[config.mk]
export PLATFORM = sky130hd
export DESIGN_NAME = digit_scan_1hot
export DESIGN_NICKNAME = d
export VERILOG_FILES = /design/src/rtl/scan_pkg.sv /design/src/rtl/onehot_decoder.sv /design/src/rtl/digit_scan_1hot.sv
export SDC_FILE = /design/constraint.sdc
export NUM_CORES = 1
export LEC_CHECK = 0
export CAP_MARGIN = 10
export CORE_MARGIN = 1
export CORE_UTILIZATION = 43
export CTS_CLUSTER_DIAMETER = 50
export CTS_CLUSTER_SIZE = 40
export DETAILED_ROUTE_END_ITERATION = 10
export GPL_TIMING_DRIVEN = 0
export MAX_ROUTING_LAYER = met4
export PLACE_DENSITY_LB_ADDON = 0.12
export SKIP_LAST_GASP = 1
export SYNTH_ARGS = -nofsm -noshare
export SYNTH_HDL_FRONTEND = slang
export SYNTH_SLANG_ARGS = --single-unit
[constraint.sdc]
create_clock -name CLK -period 1.7 [get_ports CLK]
set_clock_uncertainty 0.2 [all_clocks]
set_input_delay 0.34 -clock CLK [delete_from_list [all_inputs] [get_ports CLK]]
set_output_delay 0.34 -clock CLK [all_outputs]
set_load 0.03 [all_outputs]
[src/rtl/scan_pkg.sv]
// Shared definitions for the display digit-scan path: default sizing,
// the IDX width helper and the generic index-to-one-hot function.
package scan_pkg;

    localparam int DEF_DIGITS = 4;
    localparam int DEF_DIV    = 100000;

    // Widest select bus the shared one-hot function can produce.
    localparam int MAX_DIGITS = 32;

    // Width of an index covering 0..n-1, never narrower than one bit.
    function automatic int idx_width(input int n);
        return (n > 1) ? $clog2(n) : 1;
    endfunction

    // n-bit one-hot of idx, returned in a MAX_DIGITS-wide vector.
    // An index outside 0..n-1 yields all zeros.
    function automatic logic [MAX_DIGITS-1:0] onehot(input int unsigned idx,
                                                     input int unsigned n);
        logic [MAX_DIGITS-1:0] v;
        v = '0;
        if (idx < n && idx < MAX_DIGITS)
            v[idx[4:0]] = 1'b1;
        return v;
    endfunction

endpackage

[src/rtl/onehot_decoder.sv]
// Combinational index-to-select decoder, one-hot or one-cold.
// Out-of-range indices decode to all-inactive. Shared by the timer display paths.
module onehot_decoder
    import scan_pkg::*;
#(
    parameter int N          = DEF_DIGITS,
    parameter bit ACTIVE_LOW = 1'b0
) (
    input  logic [idx_width(N)-1:0] idx,
    output logic [N-1:0]            sel
);

    if (N < 2 || N > MAX_DIGITS) begin : g_bad_n
        $error("onehot_decoder: N must be in 2..%0d", MAX_DIGITS);
    end

    logic [MAX_DIGITS-1:0] hot;

    // Decode the index, then apply the select polarity.
    always_comb begin
        hot = onehot(32'(idx), N);
        sel = ACTIVE_LOW ? ~hot[N-1:0] : hot[N-1:0];
    end

endmodule

[src/rtl/digit_scan_1hot.sv]
// Free-running multiplexed 7-segment digit scanner.
// Divides CLK into DIV-cycle slots and steps a registered digit select over DIGITS digits.
// Optional feature macro: BLANK_GAP_EN blanks OUT for the first GAP cycles of every slot.
module digit_scan_1hot
    import scan_pkg::*;
#(
    parameter int DIGITS     = DEF_DIGITS,
    parameter int DIV        = DEF_DIV,
    parameter bit ACTIVE_LOW = 1'b0,
    parameter int GAP        = 0
) (
    input  logic                         CLK,
    input  logic                         RST_N,
    input  logic                         EN,
    output logic [idx_width(DIGITS)-1:0] IDX,
    output logic [DIGITS-1:0]            OUT,
    output logic                         TICK
);

    localparam int IW = idx_width(DIGITS);
    localparam int PW = idx_width(DIV);

    localparam logic [PW-1:0]     PRE_LAST = PW'(DIV - 1);
    localparam logic [IW-1:0]     IDX_LAST = IW'(DIGITS - 1);
    localparam logic [DIGITS-1:0] INACTIVE = {DIGITS{ACTIVE_LOW}};

    if (DIGITS < 2) begin : g_bad_digits
        $error("digit_scan_1hot: DIGITS must be >= 2");
    end
    if (DIV < 2) begin : g_bad_div
        $error("digit_scan_1hot: DIV must be >= 2");
    end
    if (GAP < 0 || GAP >= DIV) begin : g_bad_gap
        $error("digit_scan_1hot: GAP must be in 0..DIV-1");
    end

    logic [PW-1:0]     pre;
    logic [DIGITS-1:0] dec_sel;
    logic              blank;

    onehot_decoder #(
        .N          (DIGITS),
        .ACTIVE_LOW (ACTIVE_LOW)
    ) u_decoder (
        .idx (IDX),
        .sel (dec_sel)
    );

`ifdef BLANK_GAP_EN
    if (GAP > 0) begin : g_gap
        // Blank the leading GAP cycles of each slot to suppress ghosting.
        assign blank = (pre < PW'(GAP));
    end else begin : g_no_gap
        assign blank = 1'b0;
    end
`else
    assign blank = 1'b0;
`endif

    // Prescaler, digit index and registered select/tick outputs.
    // NOTE: all state uses non-blocking assignments so every register samples pre-edge values;
    // the reset is synchronous, so it lives inside the clocked branch, not the sensitivity list.
    always_ff @(posedge CLK) begin
        if (!RST_N) begin
            pre  <= '0;
            IDX  <= '0;
            TICK <= 1'b0;
            OUT  <= INACTIVE;
        end else if (EN) begin
            OUT  <= blank ? INACTIVE : dec_sel;
            TICK <= (pre == PRE_LAST);
            if (pre == PRE_LAST) begin
                pre <= '0;
                IDX <= (IDX == IDX_LAST) ? '0 : IDX + 1'b1;
            end else begin
                pre <= pre + 1'b1;
            end
        end else begin
            TICK <= 1'b0;
            OUT  <= INACTIVE;
        end
    end

endmodule
==> metrics <==
status finished, violations left; failing checks negative setup slack; Synth Instances approximately 120; critical path class reg -> reg; Sink Count 24; vias in the first global route 810; per-cell routed wire length between 10 and 15 um; Final min period about 1.7 ns; port bufs 9; most common cell after layout, fill and taps aside dfxtp_1; via/cell ratio 5.331; Die Width 53.43 um; most frequent cells in the layout dfxtp_1, nand2_1, nor2_1; highest clock rate about 590 MHz; P per Cell Area between 600 and 700 mW/mm^2; VDD IR max between 0.5 and 0.6 mV; number of DRC markers in iteration 0 18; Reg clk slew, reported paths between 0.1 and 0.15 ns; core box area about 0.0025 mm^2; ANT nets after route 0; Die Y roughly 53 um; Slew headroom 77.44%; initial antenna violation count 0; Die Footprint 0.002855 mm^2; DRT Pass-1 Iters 4; min-delay src pre[16]; Final HPWL DP about 1500 um; TritonCTS Buffers 3; largest family of logic cells by synthesized area simple AND/OR/NAND/NOR gates; syn avg cell area about 9.4 um^2; vias post-DR 917; initial core utilization 45.91%; Tcrit/Tclk final 100.4%; slowest stage delay, CP 0.51 ns; compound-gate portion of the synthesized area under 10%; CP startpoint pre[0]; total global routing track utilization 19.18%; Syn. warnings 0; slowest cell on the critical path or4_4; mux cell area share after synthesis ~1.8%; largest net degree at the start of global routing 14; Pins Over Slew Limit 0; Post-Synth XOR/XNOR Area about 11%; final net count 151; GPL Wtd Cong just under 0.8; Max clock buf depth 2; RSZ-0062 raised after global routing true; synthesized flop and latch total 24; cell family with most CP delay simple AND/OR/NAND/NOR gates; syn_nets ~130; crit-path cells ha_4 > and3_4 > nand3_4 > or4_4 > a21oi_2; row cnt 18; Seq/Total Area, Yosys between 40% and 50%; final hold violation count 0; Adder-Cell Fraction of Synth Area 5.501%; GR Overflow Total 0; Hold Slack ~0.32 ns; Residual DRC 0; Slew @ Worst Pin about 0.34 ns; Non-Filler Instances about 170; Worst EP arrival about 1.8 ns; Routed WL about 2300 um; Root Driver clkbuf_4; Worst setup SP type register; Final setup viols 2; simple-gate area share of the yosys netlist between 30% and 40%; Crit Path Max Fanout 3; layout cells sized above 1 just over 30%; first-pass GRT wire length roughly 3800 um; Hold Buf Count CTS 0; Fillers approximately 220; Final WS setup -0.006907 ns; num ports 10; CTS tree built; CP Capture Type register; Netlist Area Pre-Place 0.001137 mm^2; synth unique cells 32; worst skew pair latency between 0.3 and 0.4 ns; Worst Path Required about 1.8 ns; Buf/Inv on CP 0; max-cap violation count 0; htree depth 1; synthesis-to-layout area growth 28.05%; Hold Crit Class reg -> reg; Leak Pwr about 0.00055 uW; reg2reg start pre[0]; ANT cells 0; placed insts 160
[sequential cells by signal (all words and copies together) (netlist names)]
signal,cells
TICK,1
pre,17
IDX,2
OUT,4
[metrics by stage]
stage / utilization (%) / area (um^2) / power [uW] / setup TNS [ns] / worst slack [ns]
3_5_place_dp: 51.26 / 1270 / 623.6 / -4.562 / -0.4823
4_1_cts: 56.92 / 1410 / 941.9 / -0.2742 / -0.04142
5_1_grt: 58.79 / 1456 / 968.1 / -1.236 / -0.08718
3_3_place_gp: 51.26 / 1270 / 622.4 / -4.505 / -0.4788
6_report: 58.79 / 1456 / 925.9 / -0.008920 / -0.006907
2_1_floorplan: - / 1142 / 607.9 / 0 / 0.01124
[what timing repair did]
action,in CTS,in global routing
resized for setup,26,16
pin swaps,7,6
cloned,1,0
buffers inserted,6,1
setup endpoints to repair,23,21
[cell type report]
class	instances	area, um^2	area share (%)
multi-input combinational	90	699.4	48.02
sequential	24	498.0	34.19
timing repair buffer	17	140.1	9.622
tap	30	37.54	2.577
clock buffer	4	36.28	2.491
buffer	4	33.78	2.320
inverter	3	11.26	0.7732
[per-layer routing]
| layer | up-vias | wire length, um | GRT usage, % |
|---|---|---|---|
| met5 | - | 0 | - |
| met4 | 0 | 19 | 5.263 |
| met3 | 2 | 90 | 5.172 |
| met2 | 14 | 1062 | 29.58 |
| met1 | 436 | 1099 | 24.44 |
| li1 | 465 | - | - |
[worst register-to-register path, delay by kind of cell (launching register included)]
kind	cells	cell delay, ns
AOI/OAI and AO/OA	1	0.12
and+or+nand+nor	3	0.81
DFF	1	0.38
adders and majority gates	1	0.14
[synthesized netlist by cell type]
| library cell | n | area share, % |
|---|---|---|
| xor2_1 | 8 | 6.2 |
| nor4b_1 | 1 | 0.77 |
| inv_1 | 3 | 0.99 |
| nand4_1 | 10 | 5.5 |
| nand2_1 | 13 | 4.3 |
| dfxtp_1 | 24 | 42 |
| and3_4 | 1 | 0.99 |
| o31ai_1 | 1 | 0.66 |
| nand3_1 | 3 | 1.3 |
| xnor2_1 | 6 | 4.6 |
| nand3b_1 | 1 | 0.66 |
| nand3_4 | 1 | 1.5 |
| buf_4 | 1 | 0.66 |
| and4_1 | 2 | 1.5 |
| buf_2 | 1 | 0.44 |
| and4_2 | 1 | 0.88 |
| and3_1 | 5 | 2.8 |
| or2_1 | 1 | 0.55 |
| nor4_1 | 3 | 1.7 |
| and4_4 | 1 | 0.99 |
| clkbuf_1 | 1 | 0.33 |
| o21ai_2 | 1 | 0.77 |
| and2_1 | 1 | 0.55 |
| nor2_1 | 16 | 5.3 |
| clkbuf_8 | 1 | 1.2 |
| nor4bb_1 | 2 | 1.8 |
| a21oi_2 | 1 | 0.77 |
| a21boi_0 | 2 | 1.3 |
| or3_1 | 1 | 0.55 |
| mux2i_1 | 2 | 1.8 |
| ha_1 | 5 | 5.5 |
| or4_4 | 1 | 0.99 |
[where the power goes]
group | switching [uW] | leakage (uW) | internal [uW]
Combinational | 30.1 | 0.000328 | 25.5
Clock | 171 | 0.0000210 | 131
Sequential | 4.19 | 0.000199 | 564
Total | 205 | 0.000549 | 721
[kinds of logic after synthesis]
| group | count (synthesis) |
|---|---|
| simple gates | 64 |
| flops | 24 |
| xor+xnor | 14 |
| buf+inv | 7 |
| compound gates | 5 |
| fa+ha+maj | 5 |
| mux | 2 |
[path summary, 6_finish.rpt]
path	end	slack, ns	cells past startpoint
worst min-delay path	pre[16]	0.32	2
worst max-delay path	pre[16]	-0.007	5
worst max register to register	pre[16]	-0.007	5
worst min register to register	pre[16]	0.32	2
Power figures use the tool's default switching activity.
